### src/rtl/j1_io_pkg.sv
// Shared address decode positions, status-word layout and helpers for the
// J1 IO-space UART hub.
package j1_io_pkg;

   localparam int ADDR_DATA_BIT = 12;
   localparam int ADDR_STAT_BIT = 13;
   localparam int ADDR_CH_LSB   = 8;
   localparam int ADDR_CH_MSB   = 9;

   localparam int ST_TX_NFULL   = 0;
   localparam int ST_RX_NEMPTY  = 1;
   localparam int ST_TX_EMPTY   = 2;
   localparam int ST_RX_OVF     = 3;
   localparam int ST_TX_OVF     = 4;
   localparam int ST_RXCNT_LSB  = 8;
   localparam int ST_TXCNT_LSB  = 16;
   localparam int RD_EMPTY_BIT  = 31;

   typedef struct packed {
      logic       tx_full;
      logic       tx_empty;
      logic       rx_empty;
      logic       rx_ovf;
      logic       tx_ovf;
      logic [7:0] rx_cnt;
      logic [7:0] tx_cnt;
   } chan_stat_t;

   function automatic logic [31:0] status_word(input chan_stat_t s);
      logic [31:0] w;
      w                        = 32'd0;
      w[ST_TX_NFULL]           = ~s.tx_full;
      w[ST_RX_NEMPTY]          = ~s.rx_empty;
      w[ST_TX_EMPTY]           = s.tx_empty;
      w[ST_RX_OVF]             = s.rx_ovf;
      w[ST_TX_OVF]             = s.tx_ovf;
      w[ST_RXCNT_LSB +: 8]     = s.rx_cnt;
      w[ST_TXCNT_LSB +: 8]     = s.tx_cnt;
      return w;
   endfunction

endpackage

### src/rtl/j1_sync_fifo.sv
// Single-clock FIFO with occupancy count; head reads as zero while empty so
// downstream data outputs stay quiet after reset.
module j1_sync_fifo #(
   parameter int DEPTH = 16,
   parameter int WIDTH = 8
) (
   input  logic                     clk,
   input  logic                     resetq,
   input  logic                     push,
   input  logic                     pop,
   input  logic [WIDTH-1:0]         wdata,
   output logic                     full,
   output logic                     empty,
   output logic [$clog2(DEPTH):0]   count,
   output logic [WIDTH-1:0]         head
);

   localparam int AW = $clog2(DEPTH);

   logic [WIDTH-1:0] mem_r [DEPTH];
   logic [AW-1:0]    wr_ptr_r;
   logic [AW-1:0]    rd_ptr_r;
   logic [AW:0]      count_r;
   logic             do_push_s;
   logic             do_pop_s;

   assign empty     = (count_r == {(AW+1){1'b0}});
   assign full      = (count_r == (AW+1)'(DEPTH));
   assign count     = count_r;
   assign do_pop_s  = pop & ~empty;
   // A full FIFO still takes a push when the head leaves in the same cycle.
   assign do_push_s = push & (~full | do_pop_s);
   assign head      = empty ? {WIDTH{1'b0}} : mem_r[rd_ptr_r];

   // Pointer and occupancy tracking.
   always_ff @(posedge clk or negedge resetq) begin
      if (!resetq) begin
         wr_ptr_r <= {AW{1'b0}};
         rd_ptr_r <= {AW{1'b0}};
         count_r  <= {(AW+1){1'b0}};
      end else begin
         if (do_push_s) wr_ptr_r <= wr_ptr_r + AW'(1);
         if (do_pop_s)  rd_ptr_r <= rd_ptr_r + AW'(1);
         case ({do_push_s, do_pop_s})
            2'b10:   count_r <= count_r + (AW+1)'(1);
            2'b01:   count_r <= count_r - (AW+1)'(1);
            default: count_r <= count_r;
         endcase
      end
   end

   // Storage array write port.
   always_ff @(posedge clk) begin
      if (do_push_s) mem_r[wr_ptr_r] <= wdata;
   end

endmodule

### src/rtl/j1_uart_hub.sv
// Multi-channel FIFO-buffered UART port block on the J1 IO bus: per-channel
// TX/RX FIFOs, status/overflow flags and a shared interrupt.
module j1_uart_hub
   import j1_io_pkg::*;
#(
   parameter int CHANNELS = 2,
   parameter int DEPTH    = 16,
   parameter int DATA_W   = 8
) (
   input  logic                         clk,
   input  logic                         resetq,
   input  logic                         io_rd,
   input  logic                         io_wr,
   input  logic [15:0]                  io_addr,
   input  logic [31:0]                  io_wdata,
   output logic [31:0]                  io_din,
   output logic [CHANNELS-1:0]          tx_valid,
   output logic [CHANNELS*DATA_W-1:0]   tx_data,
   input  logic [CHANNELS-1:0]          tx_ready,
   input  logic [CHANNELS-1:0]          rx_valid,
   input  logic [CHANNELS*DATA_W-1:0]   rx_data,
   output logic [CHANNELS-1:0]          rx_ready,
   output logic                         irq
);

   localparam int CW = $clog2(DEPTH) + 1;

   logic               io_rd_r;
   logic               io_wr_r;
   logic [15:0]        io_addr_r;
   logic [31:0]        io_wdata_r;
   logic               irq_r;
   logic [CHANNELS-1:0] rx_ovf_r;
   logic [CHANNELS-1:0] tx_ovf_r;

   logic [1:0]          ch_s;
   logic                sel_data_s;
   logic                sel_stat_s;
   logic [CHANNELS-1:0] cpu_sel_s;
   logic [CHANNELS-1:0] tx_push_s, tx_pop_s, tx_full_s, tx_empty_s;
   logic [CHANNELS-1:0] rx_push_s, rx_pop_s, rx_full_s, rx_empty_s;
   logic [CHANNELS-1:0] rx_ovf_set_s, tx_ovf_set_s, rx_ovf_clr_s, tx_ovf_clr_s;
   logic [CW-1:0]       tx_cnt_s   [CHANNELS];
   logic [CW-1:0]       rx_cnt_s   [CHANNELS];
   logic [DATA_W-1:0]   rx_head_s  [CHANNELS];
   logic [31:0]         data_word_s[CHANNELS];
   logic [31:0]         stat_word_s[CHANNELS];
   logic [31:0]         rd_word_s;
   logic                unused_s;

   assign ch_s       = io_addr_r[ADDR_CH_MSB:ADDR_CH_LSB];
   assign sel_data_s = io_addr_r[ADDR_DATA_BIT];
   assign sel_stat_s = io_addr_r[ADDR_STAT_BIT];
   assign unused_s   = ^{io_addr_r[15:14], io_addr_r[11:10], io_addr_r[7:0],
                         io_wdata_r[31:DATA_W]};

   // Bus front end: every side effect works on these registered copies.
   always_ff @(posedge clk or negedge resetq) begin
      if (!resetq) begin
         io_rd_r    <= 1'b0;
         io_wr_r    <= 1'b0;
         io_wdata_r <= 32'd0;
         io_addr_r  <= 16'd0;
      end else begin
         io_rd_r    <= io_rd;
         io_wr_r    <= io_wr;
         io_wdata_r <= io_wdata;
         if (io_rd | io_wr) io_addr_r <= io_addr;
      end
   end

   for (genvar g = 0; g < CHANNELS; g++) begin : g_ch
      chan_stat_t st_s;

      // Unimplemented channel numbers never match, so they read 0 and ignore writes.
      assign cpu_sel_s[g]    = (ch_s == 2'(g));

      assign tx_push_s[g]    = io_wr_r & sel_data_s & cpu_sel_s[g];
      assign tx_pop_s[g]     = tx_ready[g] & ~tx_empty_s[g];
      assign tx_ovf_set_s[g] = tx_push_s[g] & tx_full_s[g] & ~tx_pop_s[g];

      assign rx_push_s[g]    = rx_valid[g];
      assign rx_pop_s[g]     = io_rd_r & sel_data_s & cpu_sel_s[g] & ~rx_empty_s[g];
      assign rx_ovf_set_s[g] = rx_push_s[g] & rx_full_s[g] & ~rx_pop_s[g];

      assign rx_ovf_clr_s[g] = io_wr_r & sel_stat_s & cpu_sel_s[g] & io_wdata_r[ST_RX_OVF];
      assign tx_ovf_clr_s[g] = io_wr_r & sel_stat_s & cpu_sel_s[g] & io_wdata_r[ST_TX_OVF];

      j1_sync_fifo #(.DEPTH(DEPTH), .WIDTH(DATA_W)) u_tx_fifo (
         .clk   (clk),
         .resetq(resetq),
         .push  (tx_push_s[g]),
         .pop   (tx_pop_s[g]),
         .wdata (io_wdata_r[DATA_W-1:0]),
         .full  (tx_full_s[g]),
         .empty (tx_empty_s[g]),
         .count (tx_cnt_s[g]),
         .head  (tx_data[g*DATA_W +: DATA_W])
      );

      j1_sync_fifo #(.DEPTH(DEPTH), .WIDTH(DATA_W)) u_rx_fifo (
         .clk   (clk),
         .resetq(resetq),
         .push  (rx_push_s[g]),
         .pop   (rx_pop_s[g]),
         .wdata (rx_data[g*DATA_W +: DATA_W]),
         .full  (rx_full_s[g]),
         .empty (rx_empty_s[g]),
         .count (rx_cnt_s[g]),
         .head  (rx_head_s[g])
      );

      assign tx_valid[g] = ~tx_empty_s[g];
      assign rx_ready[g] = ~rx_full_s[g];

      assign st_s.tx_full  = tx_full_s[g];
      assign st_s.tx_empty = tx_empty_s[g];
      assign st_s.rx_empty = rx_empty_s[g];
      assign st_s.rx_ovf   = rx_ovf_r[g];
      assign st_s.tx_ovf   = tx_ovf_r[g];
      assign st_s.rx_cnt   = 8'(rx_cnt_s[g]);
      assign st_s.tx_cnt   = 8'(tx_cnt_s[g]);

      assign stat_word_s[g] = status_word(st_s);
      assign data_word_s[g] = {rx_empty_s[g], {(31-DATA_W){1'b0}}, rx_head_s[g]};
   end

   // Read mux; both select bits set returns the OR of data and status words.
   always_comb begin
      rd_word_s = 32'd0;
      for (int c = 0; c < CHANNELS; c++) begin
         if (cpu_sel_s[c]) begin
            if (sel_data_s) begin
               rd_word_s = rd_word_s | data_word_s[c];
            end else begin
               rd_word_s = rd_word_s;
            end
            if (sel_stat_s) begin
               rd_word_s = rd_word_s | stat_word_s[c];
            end else begin
               rd_word_s = rd_word_s;
            end
         end else begin
            rd_word_s = rd_word_s;
         end
      end
   end

   assign io_din = rd_word_s;

   // Sticky overflow flags; a new overflow beats a same-cycle clear.
   always_ff @(posedge clk or negedge resetq) begin
      if (!resetq) begin
         rx_ovf_r <= {CHANNELS{1'b0}};
         tx_ovf_r <= {CHANNELS{1'b0}};
      end else begin
         rx_ovf_r <= rx_ovf_set_s | (rx_ovf_r & ~rx_ovf_clr_s);
         tx_ovf_r <= tx_ovf_set_s | (tx_ovf_r & ~tx_ovf_clr_s);
      end
   end

   // Interrupt request register.
   always_ff @(posedge clk or negedge resetq) begin
      if (!resetq) begin
         irq_r <= 1'b0;
      end else begin
         irq_r <= |(~rx_empty_s | rx_ovf_r | tx_ovf_r);
      end
   end

   assign irq = irq_r;

endmodule

### config.mk
export PLATFORM = sky130hd
export DESIGN_NAME = j1_uart_hub
export DESIGN_NICKNAME = d
export VERILOG_FILES = /design/src/rtl/j1_io_pkg.sv /design/src/rtl/j1_sync_fifo.sv /design/src/rtl/j1_uart_hub.sv
export SDC_FILE = /design/constraint.sdc
export NUM_CORES = 1
export LEC_CHECK = 0
export CORE_UTILIZATION = 60
export CTS_CLUSTER_DIAMETER = 200
export CTS_CLUSTER_SIZE = 12
export DETAILED_ROUTE_END_ITERATION = 8
export PLACE_DENSITY = 0.8
export SLEW_MARGIN = 20
export SYNTH_ARGS = -nofsm -noshare
export SYNTH_HDL_FRONTEND = slang
export SYNTH_SLANG_ARGS = --single-unit
### constraint.sdc
create_clock -name clk -period 4.5 [get_ports clk]
set_input_delay 0.9 -clock clk [delete_from_list [all_inputs] [get_ports clk]]
set_output_delay 0.9 -clock clk [all_outputs]
set_load 0.02 [all_outputs]
-- Word level (Yosys, flattened, before mapping)
Memories as Yosys holds them, arrays and structs flattened.
Cells that the tools add are included.
Widths: inputs -> output; s select.
- register bits after elaboration: 81
- memories kept: 4
- word-level logic and storage cells: 148
- memory bits (writable): 512
- bits of input ports: 72
- output and inout bits: 53
- memories (memory ; depth ; width ; read ports ; clocked after memory_dff ; write ports ; line ; source):
    g_ch[0].u_rx_fifo.mem_r ; 16 ; 8 ; 1 ; 0 ; 1 ; j1_sync_fifo.sv:20 ; logic [WIDTH-1:0] mem_r [DEPTH];
    g_ch[0].u_tx_fifo.mem_r ; 16 ; 8 ; 1 ; 0 ; 1 ; j1_sync_fifo.sv:20 ;
    g_ch[1].u_rx_fifo.mem_r ; 16 ; 8 ; 1 ; 0 ; 1 ; j1_sync_fifo.sv:20 ;
    g_ch[1].u_tx_fifo.mem_r ; 16 ; 8 ; 1 ; 0 ; 1 ; j1_sync_fifo.sv:20 ;
- equal/unequal tests: 13
- add/sub/neg operators: 16
- reductions and logical operators: 10
- muxes and demuxes: 24
- bitwise operators: 62
- operator list (kind ; number):
    $mux 32 ; 8
    $or 32x21->32 ; 2
    $pmux 5 s2 ; 4
    $and 1x1->1 ; 33
    $add 4x1->4 const B ; 8
    $mux 8 ; 4
    $or 32x32->32 ; 1
    $add 5x1->5 const B ; 4
    $eq 5x5->1 const B ; 4
    $logic_not 5->1 ; 4
    $sub 5x1->5 const B ; 4
    $not 1->1 ; 12
    $eq 2x1->1 const B ; 5
    $eq 2x2->1 const B ; 4
    $mux 1 ; 8
    $or 2x2->2 ; 4
    $reduce_bool 2->1 ; 4
    $not 2->2 ; 3
    $or 1x1->1 ; 5
    $and 2x2->2 ; 2
    $logic_not 2->1 ; 1
    $reduce_or 2->1 ; 1

-- Logic depth before layout (Yosys ltp)
- word-level depth: 13
- gate-level depth with buffers: 13
- mapped depth without buffers: 12

-- Cells and area by module
A second synthesis with hierarchy kept.
- cells, all modules: 1327
- area, all modules: 24592.3 um^2
- modules (own cells, without submodules) (module ; times used ; area an instance (um^2) ; seq. area each (um^2) ; cells each):
    j1_sync_fifo at g_ch[0].u_rx_fifo ... ; 3 ; 5878.1 ; 4169.0 ; 302
    j1_sync_fifo at g_ch[1].u_tx_fifo ; 1 ; 5810.6 ; 4169.0 ; 302
    j1_uart_hub ; 1 ; 1147.4 ; 475.5 ; 119

-- Worst setup path after synthesis
No wires, ideal clock.
- kind: register -> register
- start: reg g_ch[0].u_rx_fifo.count_r[1]
- end: reg g_ch[0].u_rx_fifo.count_r[4]
- setup slack: 1.629 ns
- arrival: 2.747 ns
- buffers on the path: 0
- required time: 4.376 ns
- clock period less this slack: 2.871 ns
- cell stages (with the launch flop): 12
- setup time: 0.124 ns
- cell sequence: dfrtp_1 -> nor4_2 -> nand2_1 -> o21a_2 -> inv_2 -> ha_1 -> ha_1 -> a21o_1 -> a21oi_1 -> xor2_1 -> nor2_1 -> xnor2_1
- elaborated cells between the ends (all ways): 14
- those cells by class: 2 x add/sub; 3 x eq/ne; 1 x mux; 6 x bitwise; 2 x reduce/logical
- RTL lines (what ; line ; source):
    start, declared ; j1_sync_fifo.sv:23 ; logic [AW:0] count_r;
    start signal, assigned ; j1_sync_fifo.sv:40 ; count_r <= {(AW+1){1'b0}};
    start signal, assigned ; j1_sync_fifo.sv:45 ; 2'b10: count_r <= count_r + (AW+1)'(1);
    start signal, assigned ; j1_sync_fifo.sv:46 ; 2'b01: count_r <= count_r - (AW+1)'(1);
    $eq 5x5->1 (*) ; j1_sync_fifo.sv:28 ; assign full = (count_r == (AW+1)'(DEPTH));
    $not 1->1 (*) ; - ;
    named net rx_ready[0] ; j1_uart_hub.sv:22 ; output logic [CHANNELS-1:0] rx_ready,
    $or 1x1->1 (*) ; j1_sync_fifo.sv:32 ; assign do_push_s = push & (~full | do_pop_s);
    $and 1x1->1 (*) ; j1_sync_fifo.sv:32 ;
    $eq 2x1->1 or $eq 2x2->1 (tied branches) ; j1_sync_fifo.sv:44 ; case ({do_push_s, do_pop_s})
    $pmux 5 s2 or $reduce_bool 2->1 (tied branches) ; - ;
Mark *: on every way through the listed nets, which the timed path passes. The rest lies on a longest branch.
A chain may end at the register's enable or synchronous reset.

-- Worst setup path after layout
- start: reg g_ch[0].u_rx_fifo.rd_ptr_r[3]
- end: out io_din[2]
- word-level cells in the longest chain between the ends: 13
- RTL lines (what ; line ; source):
    start, declared ; j1_sync_fifo.sv:22 ; logic [AW-1:0] rd_ptr_r;
    start signal, assigned ; j1_sync_fifo.sv:39 ; rd_ptr_r <= {AW{1'b0}};
    start signal, assigned ; j1_sync_fifo.sv:43 ; if (do_pop_s) rd_ptr_r <= rd_ptr_r + AW'(1);
    $mem_v2 16x8 (*) ; - ;
    $mux 8 (*) ; j1_sync_fifo.sv:33 ; assign head = empty ? {WIDTH{1'b0}} : mem_r[rd_ptr_r];
    $mux 32 (*) ; j1_uart_hub.sv:133 ; if (sel_data_s) begin
    $mux 32 (*) ; j1_uart_hub.sv:132 ; if (cpu_sel_s[c]) begin
    $or 32x21->32 ; j1_uart_hub.sv:139 ; rd_word_s = rd_word_s | stat_word_s[c];
    $mux 32 (*) ; j1_uart_hub.sv:138 ; if (sel_stat_s) begin
    $mux 32 (*) ; j1_uart_hub.sv:132 ;
    $or 32x32->32 ; j1_uart_hub.sv:134 ; rd_word_s = rd_word_s | data_word_s[c];
    $mux 32 ; j1_uart_hub.sv:133 ;
    $mux 32 ; j1_uart_hub.sv:132 ;
    $or 32x21->32 ; j1_uart_hub.sv:139 ;
    $mux 32 ; j1_uart_hub.sv:138 ;
    $mux 32 (*) ; j1_uart_hub.sv:132 ;
    end, declared ; j1_uart_hub.sv:16 ; output logic [31:0] io_din,
Mark *: on every way between the ends. The rest lies on a longest branch, timed or not. The select of a mux whose other input is x is not followed.

==> qor.yml <==
die:
  die_area_mm2: 0.0406
  die_w_um: 202
  num_io_pins: 125
  rows: 72
  die_h_um: 202
  fp.coreArea_mm2: 0.0389
  initial_core_util_pct: 61.4
cells_and_area:
  antennaDiodeCount: 0
  fin_area_mm2: 0.0269
  fin_nets: 1477
  drive_gt1_share_pct: 19.7
  area_growth_pct: 12.5
  fin_cells: 1928
timing:
  layout_min_cycle_time_ps: 4310
  finalSetupViolCount: 0
  rsz0062_at_grt: "no"
  finClkSkew_ps: 14.7
  final_hold_viol_count: 0
  max_freq_ghz: 0.232
  max_slew_margin_pct: 22.2
  worst_pin_slew_ps: 1160
  whs_ps: 323
  report.final.slew_viol_count: 0
  tns_ps: 0
  fin_crit_sh_pct: 95.9
clock_network:
  clk_pin_slew_worst_paths_ps: 60
  cts_root_buffer: "clkbuf_16"
  htreeDepth: 2
  ctsHoldBuffers: 0
  cts_setup_buffers: 0
  cts_sinks: 583
  clockBufferDepth: 3
  cts_buffers: 54
  clk_latency_ps: 600
  cts_tree: "done"
synth:
  avgSynthCellArea_um2: 19.0
  synth-async-reset-ratio_pct: 12.2
  yosys_most_used_dff: "edfxtp_1"
  synthTopCellsByCount: "512 x edfxtp_1, 140 x mux4_2, 71 x dfrtp_1"
  syn-instance-count: 1255
  ys_ff_latch: 583
  synth_top_area_share_pct: 64.4
  ys_types: 52
  synth-seq-area-share_pct: 71.8
  synthMostInstantiatedCell: "edfxtp_1"
  synth_edf_count: 512
  yosys.area.top_type: "edfxtp_1"
  synth_area_mm2: 0.0239
  synth.top_cells.by_area: "edfxtp_1 64%, mux4_2 13%, dfrtp_1 7.4%"
  synth_warnings: 0
detailed_routing:
  drt-initial-drc-count: 1115
  vias: 11983
  post_drt_wl_per_cell_um: 26.0
  wl_mm: 50.2
  first_pass_iters: 7
  ant_nets: 0
  via_per_inst: 6.22
  remaining_drc_errors: 0
grt:
  grt_pass1_wl_mm: 75.8
  grt_util_all_layers_pct: 25.6
  grt_max_degree: 46
  grt_pass1_vias: 12226
  overflow: 0
  antenna_found_initial: 0
setup_path:
  worstSetupPathType: "reg -> out"
  slowest_delay_ps: 710
  crit_top_cell: "buf_4"
  reg2reg_from: "io_addr_r[8]"
  ff2ff_setup_slack_ps: 1080
  path_buf_inv: 3
  endpoint_kind: "output port"
  r2r_end: "g_ch[1].u_rx_fifo.mem_r[5][3]"
  critPathSlowestCell: "dfrtp_1"
  critical_path_arrival_ps: 3410
  start_kind: "flip-flop"
  cp.required_ps: 3600
  cp_max_fo: 13
  crit_family: "buffers and inverters"
  cp_cell_sequence: "buf_4, buf_4, mux4_2, mux2i_1, a211oi_1, or3_1, clkdlybuf4s50_1"
  rr_worst_depth: 5
power:
  p_per_area_mw_per_mm2: 596
  peakVddDrop_v: 0.000405
  p_leak_nw: 8.93
placement:
  detailed_place_hpwl_mm: 31.1
  gp_congestion: 0.813
  place_area_mm2: 0.0253
  place.port_buffers: 75
  place_inst: 1827
run:
  drv_cap: 0
min_path:
  hold_path_class: "in -> async"
run_status:
  outcome: "completed"
[worst register-to-register path, delay by kind of cell (launching register included)]
kind	cells	cell delay [ps]
DFF	1	580
and+or+nand+nor	3	1330
AOI/OAI and AO/OA	2	1110
[kinds of logic after synthesis]
logic type	count (synthesis)	synth area share, %
flops	583	71.8
simple gates	210	4.43
mux	193	15.5
buf+inv	107	2.31
compound gates	79	2.18
xor+xnor	42	1.54
fa+ha+maj	40	2.22
other cells	1	0.0157
[final cells by class]
| class | count | area [um^2] |
|---|---|---|
| flip-flops and latches | 583 | 17200 |
| well taps | 518 | 648 |
| fillers | 2403 | 12000 |
| clock inverters | 1 | 7.51 |
| multi-input cells | 577 | 6230 |
| clock buffers | 100 | 1590 |
| repair buffers | 120 | 1120 |
| inverters | 29 | 109 |
[registers in the layout (all words and copies together) (netlist names), 4 cells and up]
name / flops
io_wdata_r: 8
g_ch.u_rx_fifo.rd_ptr_r: 8
g_ch.u_rx_fifo.count: 10
g_ch.u_tx_fifo.mem_r: 256
g_ch.u_tx_fifo.count: 10
g_ch.u_tx_fifo.wr_ptr_r: 8
g_ch.u_tx_fifo.rd_ptr_r: 8
io_addr_r: 4
g_ch.u_rx_fifo.wr_ptr_r: 8
g_ch.u_rx_fifo.mem_r: 256
[metal layers]
layer | GRT usage [%] | wire [um]
met3 | 4.88 | 3900
met5 | 0 | 0
met4 | 8.06 | 1190
met2 | 42.8 | 25700
met1 | 34.6 | 19500
[worst max-delay path by stage]
stage | cells after the start | start | slack, ps | endpoint
4_1_cts | 6 | g_ch[1].u_rx_fifo.rd_ptr_r[2] | 40 | io_din[4]
3_3_place_gp | 6 | g_ch[1].u_rx_fifo.rd_ptr_r[2] | 720 | io_din[4]
3_5_place_dp | 6 | g_ch[0].u_rx_fifo.rd_ptr_r[2] | 650 | io_din[4]
6_report | 7 | g_ch[0].u_rx_fifo.rd_ptr_r[3] | 190 | io_din[2]
5_1_grt | 7 | g_ch[1].u_rx_fifo.rd_ptr_r[3] | 30 | io_din[0]
2_1_floorplan | 11 | g_ch[0].u_rx_fifo.count[1] | 1630 | g_ch[0].u_rx_fifo.count[4]
[metrics by stage]
step	util, %	power (mW)	setup slack [ps]
floorplan	-	10.4	1630
global placement	64.9	11.7	719
detailed placement	64.9	11.9	649
CTS	69.0	16.1	35.5
global route	69.0	16.7	32.8
finish	69.0	16.0	185
[layout by cell type, fill, tap and decap left out, types with 29 or more instances in the layout]
cell type	Yosys	layout
edfxtp_1	512	512
nand2_1	44	44
nor2_1	57	57
mux2i_1	35	35
nor2b_1	31	31
mux4_2	140	140
clkdlybuf4s50_1	0	74
clkbuf_1	29	43
dfrtp_1	71	61
clkbuf_16	0	57
ha_1	36	36
xnor2_1	29	29
buf_4	18	43
[power by group]
group          internal [mW]  switching (mW)  leakage [nW]
Clock                   2.36            1.89         0.753
Combinational           2.41            2.19          2.73
Sequential              6.41           0.767          5.45
[what timing repair did]
action	4_1_cts	5_1_grt
endpoints found under the hold margin	0	0
endpoints found under the setup margin	1	3
gates resized for setup	1	2
cloned	0	0
(Power assumes the default switching activity.)
